File: src/rtl/shifter_pkg.sv
// Shared constants and helpers for the EX-stage shifters (left and right).
package shifter_pkg;

  localparam int WIDTH = 32;

  localparam logic [5:0] FN_SLL = 6'b000000;
  localparam logic [5:0] FN_SRL = 6'b000010;
  localparam logic [5:0] FN_SRA = 6'b000011;

  // Sideband that travels with the data through the right-shift pipe.
  typedef struct packed {
    logic [2:0] rem;
    logic       fill;
    logic       big;
  } shr_side_t;

  // Right shift by s with the vacated MSBs taken from f.
  function automatic logic [WIDTH-1:0] shr_fill(input logic [WIDTH-1:0] d,
                                                input logic             f,
                                                input int unsigned      s);
    logic [WIDTH:0] t;
    t = $unsigned($signed({f, d}) >>> s);
    return t[WIDTH-1:0];
  endfunction

endpackage

File: src/rtl/shifter_right_stage.sv
// One registered stage of the right shifter: two conditional power-of-two
// right shifts with fill, plus valid and sideband registers.
module shifter_right_stage
  import shifter_pkg::*;
#(
  parameter int unsigned SH_HI   = 16,
  parameter int unsigned SH_LO   = 8,
  parameter bit          BIG_OVR = 1'b0
) (
  input  logic             clk,
  input  logic             reset,
  input  logic             i_adv,
  input  logic             i_valid,
  input  logic [WIDTH-1:0] i_data,
  input  logic [1:0]       i_sel,
  input  shr_side_t        i_side,
  output logic             o_valid,
  output logic [WIDTH-1:0] o_data,
  output shr_side_t        o_side
);

  logic             r_valid;
  logic [WIDTH-1:0] r_data;
  shr_side_t        r_side;

  logic [WIDTH-1:0] w_hi;
  logic [WIDTH-1:0] w_lo;
  logic [WIDTH-1:0] w_next;

  always_comb begin
    w_hi   = i_sel[1] ? shr_fill(i_data, i_side.fill, SH_HI) : i_data;
    w_lo   = i_sel[0] ? shr_fill(w_hi, i_side.fill, SH_LO) : w_hi;
    // Shift amounts of 32 or more collapse to a full word of fill.
    w_next = (BIG_OVR && i_side.big) ? {WIDTH{i_side.fill}} : w_lo;
  end

  always_ff @(posedge clk or negedge reset) begin
    if (!reset) begin
      r_valid <= 1'b0;
      r_data  <= '0;
      r_side  <= '0;
    end else if (i_adv) begin
      r_valid <= i_valid;
      if (i_valid) begin
        r_data <= w_next;
        r_side <= i_side;
      end
    end
  end

  assign o_valid = r_valid;
  assign o_data  = r_data;
  assign o_side  = r_side;

endmodule

File: src/rtl/shifter_right_pipe.sv
// Three-stage pipelined 32-bit right barrel shifter (SRL/SRA) with a
// valid/ready handshake; the ready chain lives here, the shift steps in the stages.
module shifter_right_pipe
  import shifter_pkg::*;
#(
  parameter int          WIDTH_P = shifter_pkg::WIDTH,
  parameter logic [5:0]  FN_SRL  = shifter_pkg::FN_SRL,
  parameter logic [5:0]  FN_SRA  = shifter_pkg::FN_SRA
) (
  input  logic               clk,
  input  logic               reset,
  input  logic               in_valid,
  output logic               in_ready,
  input  logic [WIDTH_P-1:0] inputNum,
  input  logic [WIDTH_P-1:0] move,
  input  logic [5:0]         Signal,
  output logic               out_valid,
  input  logic               out_ready,
  output logic [WIDTH_P-1:0] dataOut
);

  logic             w_is_sra;
  shr_side_t        w_side0;
  logic             w_v1, w_v2, w_v3;
  logic             w_rdy1, w_rdy2, w_rdy3;
  logic [WIDTH-1:0] w_d1, w_d2, w_d3;
  shr_side_t        w_side1, w_side2, w_side3;
  logic             w_unused;

  assign w_is_sra = (Signal == FN_SRA);
  assign w_side0  = '{rem: move[2:0], fill: w_is_sra & inputNum[WIDTH-1], big: |move[31:5]};

  // A stage may load when it is empty or its successor is loading this cycle.
  assign w_rdy3   = !w_v3 || out_ready;
  assign w_rdy2   = !w_v2 || w_rdy3;
  assign w_rdy1   = !w_v1 || w_rdy2;
  assign in_ready = w_rdy1;

  shifter_right_stage #(.SH_HI(16), .SH_LO(8), .BIG_OVR(1'b0)) u_stage1 (
    .clk     (clk),
    .reset   (reset),
    .i_adv   (w_rdy1),
    .i_valid (in_valid),
    .i_data  (inputNum),
    .i_sel   (move[4:3]),
    .i_side  (w_side0),
    .o_valid (w_v1),
    .o_data  (w_d1),
    .o_side  (w_side1)
  );

  shifter_right_stage #(.SH_HI(4), .SH_LO(2), .BIG_OVR(1'b0)) u_stage2 (
    .clk     (clk),
    .reset   (reset),
    .i_adv   (w_rdy2),
    .i_valid (w_v1),
    .i_data  (w_d1),
    .i_sel   (w_side1.rem[2:1]),
    .i_side  (w_side1),
    .o_valid (w_v2),
    .o_data  (w_d2),
    .o_side  (w_side2)
  );

  // Last stage: only the >>1 step is used, then the big-amount override.
  shifter_right_stage #(.SH_HI(1), .SH_LO(0), .BIG_OVR(1'b1)) u_stage3 (
    .clk     (clk),
    .reset   (reset),
    .i_adv   (w_rdy3),
    .i_valid (w_v2),
    .i_data  (w_d2),
    .i_sel   ({w_side2.rem[0], 1'b0}),
    .i_side  (w_side2),
    .o_valid (w_v3),
    .o_data  (w_d3),
    .o_side  (w_side3)
  );

  assign out_valid = w_v3;
  assign dataOut   = w_d3;

  assign w_unused = ^{w_side3, (Signal == FN_SRL), (Signal == FN_SLL), WIDTH_P};

endmodule
File: config.mk
export PLATFORM = sky130hd
export DESIGN_NAME = shifter_right_pipe
export DESIGN_NICKNAME = d
export VERILOG_FILES = /design/src/rtl/shifter_pkg.sv /design/src/rtl/shifter_right_stage.sv /design/src/rtl/shifter_right_pipe.sv
export SDC_FILE = /design/constraint.sdc
export NUM_CORES = 1
export LEC_CHECK = 0
export BUFFER_PORTS_ARGS = -buffer_cell sky130_fd_sc_hd__buf_2
export CAP_MARGIN = 20
export CORE_ASPECT_RATIO = 0.75
export CORE_MARGIN = 2
export CORE_UTILIZATION = 51
export DETAILED_ROUTE_END_ITERATION = 16
export GPL_TIMING_DRIVEN = 0
export PLACE_DENSITY = 0.81
export SYNTH_ARGS = -nofsm -noshare
export SYNTH_HDL_FRONTEND = slang
export SYNTH_SLANG_ARGS = --single-unit
File: constraint.sdc
create_clock -name clk -period 1.7 [get_ports clk]
set_input_delay 0.17 -clock clk [delete_from_list [all_inputs] [get_ports clk]]
set_output_delay 0.17 -clock clk [all_outputs]
set_load 0.01 [all_outputs]
# == Word-level counts from Yosys, hierarchy flattened ==
# Index checks and enable logic that the tools add are counted.
# totals
reg_bits,107
word_cells,30
# classes
eq_ne,1
mux,6
bitwise,1
n_reduce_logical,10
# op_table
op,n
32-bit two-way mux,6
27-bit OR reduction,1
"6-bit by 2-bit == test with 1-bit output, second input constant",1
2-bit AND reduction,3
1-bit zero test,3
1-bit logical OR,3
1-bit AND,1

# == Logic depth before layout (Yosys ltp) ==
# Gate-level depths: netlist of run 1.
# logic_depth
ltp_word,5
ltp_mapped,6

# == Cells and area by module ==
# A second synthesis of run 1 with hierarchy kept.
# unflattened
cells_unflattened,558
hier_area_um2,5803.1
# modules_own_cells
module,instances,cells_per_inst,area_each_um2,seq_area_each_um2
shifter_right_stage (u_stage2),1,169,1941.9,950.9
shifter_right_stage (u_stage3),1,195,1900.6,950.9
shifter_right_stage (u_stage1),1,178,1853.0,950.9
shifter_right_pipe,1,16,107.6,0.0

# == Least setup slack after synthesis of run 1 ==
# No wires, ideal clock.
# synth_path
path_type,register -> register
from,"register u_stage1.r_side, in the netlist u_stage1.o_side[3]"
to,register u_stage2.r_data[21] (netlist: u_stage2.o_data[21])
setup_ps,125
arrival_ps,1508
t_required_ps,1575
path_slack_ps,68
path_stages_with_launch,5
cell_sequence,dfrtp_1 > buf_2 > buf_2 > mux4_2 > mux2_2
# synth_via
elab_chain_len,1
# synth_rtl
element,line,source
"start, declared",shifter_right_stage.sv:24,shr_side_t r_side;
"start signal, assigned",shifter_right_stage.sv:46,r_side <= i_side;
32-bit two-way mux,shifter_right_stage.sv:32,"w_lo = i_sel[0] ? shr_fill(w_hi, i_side.fill, SH_LO) : w_hi;"
"end signal, assigned",shifter_right_stage.sv:45,r_data <= w_next;
"end, declared",shifter_right_stage.sv:23,logic [WIDTH-1:0] r_data;
# Every way passes these cells.
# A chain may end at the register's enable or synchronous reset.

# == Final worst setup path of run 1 ==
# layout_path
from,"register u_stage1.r_side, in the netlist u_stage1.o_side[3]"
to,register u_stage2.r_data[4] (netlist: u_stage2.o_data[4])
# The elaborated chain is that of the path after synthesis.

==> reports/qor_table.md, run 1 <==
| Stage | Metric | This run |
|---|---|---|
| finish | Filler Cells Inserted | 902 |
| pwr | Peak ir drop on the vdd network | 0.575 mV |
| yosys | Total standard cell area after synthesis | 6090 um2 |
| yosys | Synth Instances | 501 |
| min path | Hold/Removal Path Class | in2reg |
| finish | Diode count | 0 |
| pwr | Final Power | 7.84 mW |
| job | Number of violations of the max-capacitance limit | 0 |
| yosys | Sequential element share of the synthesized area | 44.0% |
| yosys | Post-synthesis cell type with the largest combined area | sky130_fd_sc_hd__dfrtp_1 |
| route | Remaining antenna violation count after routing | 0 |
| yosys | Portion of netlist area occupied by mux cells | 30.9% |
| grt | Antenna violations before repair | 0 |
| floorplan | IO Pins | 108 |
| pwr | Static leakage | 3.26 nW |
| cts | CTS Root Buffer Type | sky130_fd_sc_hd__clkbuf_16 |
| yosys | Synth Area in Adders | 0% |
| yosys | Xor-xnor portion of the synthesized cell area | 0% |
| floorplan | FP Rows | 34 |
| sta | Tmin final | 1.68 ns |
| finish | Synthesis-to-layout area growth | 19.4% |
| status | Status | finished clean |
| critical path | Req. time, crit path | 1.93 ns |
| placed design | Number of I/O port buffers | 106 |
| yosys | Number of library cell types mapped by synthesis | 32 |
| critical path | Arrival time worst endpoint | 1.91 ns |
| floorplan | Area of the core region | 11,600 um2 |
| critical path | CP startpoint kind | flop |
| route | Average wire per standard cell | 19.4 um |
| sta | Fmax achieved | 0.597 GHz |
| sta | Worst-margin pin slew | 0.675 ns |
| yosys | Count of warnings emitted by yosys | 0 |
| critical path | Largest fanout on the critical path | 10 |
| finish | Number of nets in the layout | 693 |
| sta | Max-Slew Margin vs Limit | 55.0% |
| yosys | Net count after synthesis | 575 |
| floorplan | Overall die width | 130 um |
| route | Starting DRT DRC Count | 295 |
| yosys | Share of the synthesized area in the top cell type | 44.0% |
| cts | H-tree level count | 3 |
| finish | Fraction of layout instances using a drive strength above 1 | 44.7% |
| sta | Worst hold slack across all endpoints | 0.0551 ns |
| critical path | Source of the critical timing path | u_stage1.o_side[3]$_DFFE_PN0P_ |
| cts | Clock Sinks | 107 |
| yosys | Share of synthesized registers carrying an async set or reset | 100% |
| sta | Total of endpoints with negative setup slack in the final report | 0 |
| placed design | Detailed-placement wirelength estimate | 11.5 mm |
| yosys | Number of enable-type register cells in the synthesized netlist | 0 |
| min path | Startpoint of the worst hold path | move[0] |
| sta | Worst Skew | 0.00877 ns |
| floorplan | Floorplan die height | 98.6 um |
| yosys | Number of synthesized register bits | 107 |
| grt | GRT Overall Usage | 24.6% |
| cts | Clock-pin slew on the worst setup and hold paths | 0.07 ns |
| yosys | Combinational family with the most area after synthesis | multiplexers |
| grt | First-pass GRT wire length | 24.2 mm |
| route | Number of vias per cell | 5.96 |
| cts | TritonCTS clock tree | done |
| floorplan | Starting density of the core | 52.4% |
| cts | Maximum root-to-sink buffer count | 2 |
| yosys | Complex-gate fraction of the synthesized area | 14.5% |
| sta | RSZ-0062 raised after global routing | true |
| pwr | Power density over cell area | 1080 nW/um2 |
| floorplan | Die footprint | 12,800 um2 |
| grt | Aggregate global routing overflow | 0 |
| route | Detailed-route via count | 4,681 |
| critical path | Endpoint type of the worst setup path | flop |
| yosys | Top FF cell, synth | sky130_fd_sc_hd__dfrtp_1 |
| grt | Via count of the first global-routing pass | 4,571 |
| placed design | Routability congestion estimate from global placement | 0.922 |
| sta | Tcrit/Tclk final | 98.6% |
| route | Total length of routed wires | 15.3 mm |
| yosys | Avg Cell Area, Syn | 12.1 um2 |
| critical path | CP Class | reg2reg |
| yosys | Largest cells by area after synthesis | sky130_fd_sc_hd__dfrtp_1 (44%), sky130_fd_sc_hd__mux2_2 (16%), sky130_fd_sc_hd__mux4_2 (10%), sky130_fd_sc_hd__mux2i_1 (4.6%), sky130_fd_sc_hd__o2111ai_1 (4.5%) |
| route | Remaining design rule violation count | 0 |
| yosys | Simple-gate area share of the yosys netlist | 4.61% |
| grt | Pin count of the biggest net entering global routing | 57 |
| sta | Final max-slew violation count | 0 |
| critical path | Reg2reg start | u_stage1.o_side[3]$_DFFE_PN0P_ |
| cts | Number of buffers added by the clock tree synthesis step | 9 |
| sta | Count of final hold-check violations | 0 |
| cts | Clock insertion delay at the later pin of the skew report | 0.35 ns |
| route | Number of detailed-routing iterations run before antenna repair | 4 |
-- where the power goes --
group | total [mW] | switching [mW] | internal [mW]
Clock | 2.25 | 0.918 | 1.33
Sequential | 3.47 | 0.476 | 3.00
Combinational | 2.12 | 0.869 | 1.25
-- worst paths after layout --
path | to | slack, ns | cells past startpoint
max | u_stage2.o_data[4]$_DFFE_PN0P_ | 0.02 | 4
min | u_stage1.o_side[2]$_DFFE_PN0P_ | 0.06 | 2
max reg2reg | u_stage2.o_data[4]$_DFFE_PN0P_ | 0.02 | 4
min reg2reg | u_stage1.o_data[1]$_DFFE_PN0P_ | 0.51 | 1
max in group asynchronous | u_stage3.o_data[2]$_DFFE_PN0P_ | 0.60 | 3
min in group asynchronous | u_stage1.o_data[31]$_DFFE_PN0P_ | 0.40 | 2
-- kinds of logic (layout without fill, tap and decap cells) --
group / after synthesis / after routing
compound gates: 118 / 118
flops: 107 / 107
mux: 142 / 142
simple gates: 43 / 43
buf+inv: 91 / 214
-- area by class of cell --
type | count | area, um2 | share of cell area [%]
sequential | 107 | 2680 | 36.9
inverter | 41 | 154 | 2.12
tap | 162 | 203 | 2.79
buffer | 48 | 267 | 3.67
timing repair buffer | 109 | 578 | 7.96
clock inverter | 6 | 86.3 | 1.19
multi-input combinational | 303 | 3060 | 42.1
clock buffer | 10 | 239 | 3.29
-- sequential cells by signal, summed over array words and instances (netlist names) --
| register | flops |
|---|---|
| u_stage1.o_side | 5 |
| u_stage3.o_data | 32 |
| u_stage1.o_valid | 1 |
| u_stage2.o_side | 3 |
| u_stage2.o_data | 32 |
| u_stage1.o_data | 32 |
| u_stage2.o_valid | 1 |
| u_stage3.o_valid | 1 |
-- Yosys cell counts, types with 2 or more instances --
cell type / n
sky130_fd_sc_hd__nand2b_1: 6
sky130_fd_sc_hd__buf_1: 2
sky130_fd_sc_hd__o2111ai_1: 31
sky130_fd_sc_hd__mux2i_1: 28
sky130_fd_sc_hd__o22ai_1: 8
sky130_fd_sc_hd__a211o_1: 8
sky130_fd_sc_hd__mux4_2: 28
sky130_fd_sc_hd__dfrtp_1: 107
sky130_fd_sc_hd__inv_1: 41
sky130_fd_sc_hd__nand3b_1: 2
sky130_fd_sc_hd__nor2b_1: 8
sky130_fd_sc_hd__mux2_2: 86
sky130_fd_sc_hd__o22a_1: 9
sky130_fd_sc_hd__a21boi_0: 8
sky130_fd_sc_hd__nor4_1: 6
sky130_fd_sc_hd__buf_2: 13
sky130_fd_sc_hd__a21oi_1: 3
sky130_fd_sc_hd__nand4_1: 2
sky130_fd_sc_hd__o221ai_1: 8
sky130_fd_sc_hd__and2_1: 10
sky130_fd_sc_hd__nor2_1: 4
sky130_fd_sc_hd__clkbuf_1: 34
sky130_fd_sc_hd__a31o_2: 8
sky130_fd_sc_hd__o21ai_0: 33
-- repair_timing --
action,CTS,global route
hold buffers,1,0
gates resized for setup,20,20
hold endpoints to repair,51,0
buffers inserted,0,1
endpoints found under the setup margin,82,68
-- stage by stage --
stage | TNS, ns | worst slack (ns) | util [%] | instance area, um2 | instances
after floorplan | 0 | 0.0676 | - | 6090 | 501
after global placement | -68.85 | -0.597 | 58.7 | 6820 | 769
after detailed placement | -9.70 | -0.167 | 59.0 | 6850 | 770
after CTS | 0 | 0.00740 | 62.2 | 7220 | 785
after global routing | -0.762 | -0.0557 | 62.6 | 7270 | 786
final | 0 | 0.0238 | 62.6 | 7270 | 786
-- worst max-delay path, stage by stage, from the launching register on --
cell and delay (ns):
sky130_fd_sc_hd__dfrtp_1 0.32, sky130_fd_sc_hd__buf_2 0.18, sky130_fd_sc_hd__buf_4 0.25, sky130_fd_sc_hd__mux4_2 0.54, sky130_fd_sc_hd__mux2_2 0.27
-- cell usage in the layout (no fill, tap or decap), types with 3 or more instances in the layout --
cell type | Yosys | layout
sky130_fd_sc_hd__clkbuf_1 | 34 | 19
sky130_fd_sc_hd__o221ai_1 | 8 | 8
sky130_fd_sc_hd__o22a_1 | 9 | 9
sky130_fd_sc_hd__buf_4 | 0 | 6
sky130_fd_sc_hd__a21boi_0 | 8 | 8
sky130_fd_sc_hd__inv_1 | 41 | 41
sky130_fd_sc_hd__a31o_2 | 8 | 8
sky130_fd_sc_hd__nor2_1 | 4 | 3
sky130_fd_sc_hd__nor2b_1 | 8 | 8
sky130_fd_sc_hd__and2_1 | 10 | 10
sky130_fd_sc_hd__clkbuf_16 | 0 | 9
sky130_fd_sc_hd__mux4_2 | 28 | 28
sky130_fd_sc_hd__a21oi_1 | 3 | 3
sky130_fd_sc_hd__dfrtp_1 | 107 | 107
sky130_fd_sc_hd__buf_6 | 1 | 3
sky130_fd_sc_hd__mux2i_1 | 28 | 28
sky130_fd_sc_hd__a211o_1 | 8 | 8
sky130_fd_sc_hd__nor4_1 | 6 | 6
sky130_fd_sc_hd__clkbuf_2 | 0 | 11
sky130_fd_sc_hd__o21ai_0 | 33 | 33
sky130_fd_sc_hd__o22ai_1 | 8 | 8
sky130_fd_sc_hd__o2111ai_1 | 31 | 31
sky130_fd_sc_hd__clkbuf_4 | 0 | 5
sky130_fd_sc_hd__buf_2 | 13 | 109
sky130_fd_sc_hd__nand2b_1 | 6 | 6
sky130_fd_sc_hd__mux2_2 | 86 | 86
-- routing by layer --
metal / global-route usage (%) / wire length [um] / vias up
li1: - / - / 2136
met1: 36.7 / 7110 / 2306
met2: 36.6 / 6750 / 222
met3: 5.70 / 1180 / 17
met4: 6.04 / 216 / 0
met5: 0 / 0 / -
No activity file was read; power rests on OpenSTA's default activity.
==> run 2: changes to the inputs <==
--- a/config.mk
+++ b/config.mk
@@ -13,6 +13,7 @@
 export DETAILED_ROUTE_END_ITERATION = 16
 export GPL_TIMING_DRIVEN = 0
 export PLACE_DENSITY = 0.81
+export RECOVER_POWER = 100
 export SYNTH_ARGS = -nofsm -noshare
 export SYNTH_HDL_FRONTEND = slang
 export SYNTH_SLANG_ARGS = --single-unit
==> run 2 against run 1 <==
Combinational power is essentially flat. Register-to-register slack about the same. Maximum frequency hardly changed. Clock-buffer cell count unchanged. Worst setup slack got worse by 0.00098 ns. Clock power is essentially flat. Wire length is 0.32% higher. Flip-flop and latch count is the same. Via count hardly changed. Critical path type unchanged. Critical endpoint unchanged. Largest cell class unchanged.
==> reports/qor_table.md, run 2 (synthesis results as in run 1) <==
| Stage | Metric | This run | vs previous |
|---|---|---|---|
| floorplan | Die footprint | 12,800 um2 | unchanged |
| critical path | CP startpoint kind | flop | unchanged |
| pwr | Peak ir drop on the vdd network | 0.574 mV | was 0.575 mV |
| finish | Most common cell after layout, fill and taps aside | sky130_fd_sc_hd__dfrtp_1 | was sky130_fd_sc_hd__buf_2 |
| floorplan | Area of the core region | 11,600 um2 | unchanged |
| floorplan | FP Rows | 34 | unchanged |
| sta | Worst-margin pin slew | 1.21 ns | was 0.675 ns |
| critical path | Depth of the most critical reg-to-reg path | 4 | unchanged |
| finish | Leading cell types in the layout, fill and taps excluded | sky130_fd_sc_hd__dfrtp_1 (107), sky130_fd_sc_hd__mux2_2 (86), sky130_fd_sc_hd__buf_2 (75) | was sky130_fd_sc_hd__buf_2 (109), sky130_fd_sc_hd__dfrtp_1 (107), sky130_fd_sc_hd__mux2_2 (86) |
| finish | Number of nets in the layout | 693 | unchanged |
| critical path | Endpoint type of the worst setup path | flop | unchanged |
| sta | Worst path setup slack after routing | 0.0229 ns | was 0.0238 ns |
| cts | Clock-pin slew on the worst setup and hold paths | 0.07 ns | about the same |
| finish | Synthesis-to-layout area growth | 18.6% | was 19.4% |
| route | Metal2 WL | 6.75 mm | about the same |
| sta | Final max-slew violation count | 0 | unchanged |
| cts | Clock Sinks | 107 | unchanged |
| floorplan | Floorplan die height | 98.6 um | unchanged |
| floorplan | IO Pins | 108 | unchanged |
| floorplan | Starting density of the core | 52.4% | unchanged |
| route | Number of detailed-routing iterations run before antenna repair | 6 | was 4 |
| pwr | Final Power | 7.83 mW | was 7.84 mW |
| cts | CTS Root Buffer Type | sky130_fd_sc_hd__clkbuf_16 | unchanged |
| grt | GRT Overall Usage | 24.6% | unchanged |
| floorplan | Overall die width | 130 um | unchanged |
| pwr | Static leakage | 3.11 nW | was 3.26 nW |
| critical path | Largest fanout on the critical path | 10 | unchanged |
| sta | Count of final hold-check violations | 0 | unchanged |
| sta | Total of endpoints with negative setup slack in the final report | 0 | unchanged |
| min path | Hold/Removal Path Class | in2reg | unchanged |
| route | Number of vias per cell | 5.95 | was 5.96 |
| critical path | CP Class | reg2reg | unchanged |
| route | Remaining antenna violation count after routing | 0 | unchanged |
| sta | Worst hold slack across all endpoints | 0.0566 ns | was 0.0551 ns |
| route | Detailed-route via count | 4,679 | was 4,681 |
| sta | RSZ-0062 raised after global routing | true | unchanged |
| job | Number of violations of the max-capacitance limit | 0 | unchanged |
| sta | Max-Slew Margin vs Limit | 19.6% | was 55.0% |
| critical path | Arrival time worst endpoint | 1.91 ns | about the same |
| sta | Fmax achieved | 0.596 GHz | was 0.597 GHz |
| finish | Fraction of layout instances using a drive strength above 1 | 39.3% | was 44.7% |
| cts | Clock insertion delay at the later pin of the skew report | 0.35 ns | about the same |
| critical path | Req. time, crit path | 1.93 ns | about the same |
| finish | Final core area utilization | 62.2% | was 62.6% |
| route | Starting DRT DRC Count | 314 | was 295 |
| placed design | Number of I/O port buffers | 106 | unchanged |
| grt | Aggregate global routing overflow | 0 | unchanged |
| route | Average wire per standard cell | 19.5 um | was 19.4 um |
| finish | Diode count | 0 | unchanged |
| placed design | Routability congestion estimate from global placement | 0.922 | unchanged |
| finish | Filler Cells Inserted | 919 | was 902 |
| sta | Tmin final | 1.68 ns | about the same |
| route | Total length of routed wires | 15.3 mm | about the same |
| cts | Number of buffers added by the clock tree synthesis step | 9 | unchanged |
| placed design | Setup WS pre-CTS | -0.167 ns | unchanged |
| route | Routed metal-1 wirelength | 7.26 mm | was 7.11 mm |
| sta | Final sum of negative setup slack | 0 ns | unchanged |
| sta | Tcrit/Tclk final | 98.7% | was 98.6% |
| grt | Antenna violations before repair | 0 | unchanged |
| sta | Worst Skew | 0.00880 ns | was 0.00877 ns |
| grt | Pin count of the biggest net entering global routing | 57 | unchanged |
| route | Highest metal layer used by the detailed router | met4 | unchanged |
| cts | H-tree level count | 3 | unchanged |
| cts | Maximum root-to-sink buffer count | 2 | unchanged |
| status | Status | finished clean | unchanged |
| min path | Worst hold path depth | 2 | unchanged |
| grt | First-pass GRT wire length | 24.2 mm | unchanged |
| route | Remaining design rule violation count | 0 | unchanged |
| placed design | Detailed-placement wirelength estimate | 11.5 mm | unchanged |
| cts | TritonCTS clock tree | done | unchanged |
| pwr | Power density over cell area | 1080 nW/um2 | about the same |
| grt | Via count of the first global-routing pass | 4,571 | unchanged |
| route | Met3 wire length | 1.09 mm | was 1.18 mm |
-- run 2: critical path, stage by stage, from the launching register on --
cell,delay [ns]
sky130_fd_sc_hd__dfrtp_1,0.32
sky130_fd_sc_hd__buf_2,0.18
sky130_fd_sc_hd__buf_4,0.24
sky130_fd_sc_hd__mux4_2,0.54
sky130_fd_sc_hd__mux2_2,0.27
-- run 2: worst paths after layout --
kind                                                startpoint                               to  slack [ns]
worst max-delay path            u_stage1.o_side[3]$_DFFE_PN0P_   u_stage2.o_data[4]$_DFFE_PN0P_        0.02
worst min-delay path                                   move[0]   u_stage1.o_side[2]$_DFFE_PN0P_        0.06
min in group asynchronous                                reset  u_stage1.o_data[31]$_DFFE_PN0P_        0.61
worst max register to register  u_stage1.o_side[3]$_DFFE_PN0P_   u_stage2.o_data[4]$_DFFE_PN0P_        0.02
worst min register to register  u_stage1.o_data[1]$_DFFE_PN0P_   u_stage1.o_data[1]$_DFFE_PN0P_        0.52
max in group asynchronous                                reset   u_stage3.o_data[2]$_DFFE_PN0P_        0.24
-- run 2: layer usage --
metal	vias up	global-route usage, %
met3	17	5.70
li1	2145	-
met4	0	6.04
met1	2303	36.7
met2	214	36.6
met5	-	0
-- run 2: where the power goes --
group	leakage [nW]	switching, mW	total (mW)	internal (mW)
Combinational	1.60	0.870	2.11	1.24
Clock	0.159	0.915	2.25	1.33
Sequential	1.36	0.474	3.47	3.00
Total	3.11	2.26	7.83	5.57
-- run 2: per-stage QoR --
| step | instances | area (um2) |
|---|---|---|
| CTS | 785 | 7220 |
| global route | 786 | 7220 |
| global placement | 769 | 6820 |
| floorplan | 501 | 6090 |
| finish | 786 | 7220 |
| detailed placement | 770 | 6850 |
-- run 2: cell type report --
type                    count  area, um2  area share (%)
plain buffers              48        267            3.69
clock buffers              10        239            3.31
clock inverters             6       86.3            1.20
inverters                  41        154            2.13
multi-input cells         303       3060            42.4
flip-flops and latches    107       2680            37.1
well taps                 162        203            2.81
repair buffers            109        534            7.40
-- run 2: repair_timing --
action,4_1_cts,5_1_grt
hold endpoints to repair,51,0
buffers inserted,0,1
endpoints found under the setup margin,82,68
gates resized for setup,20,20
hold buffers,1,0
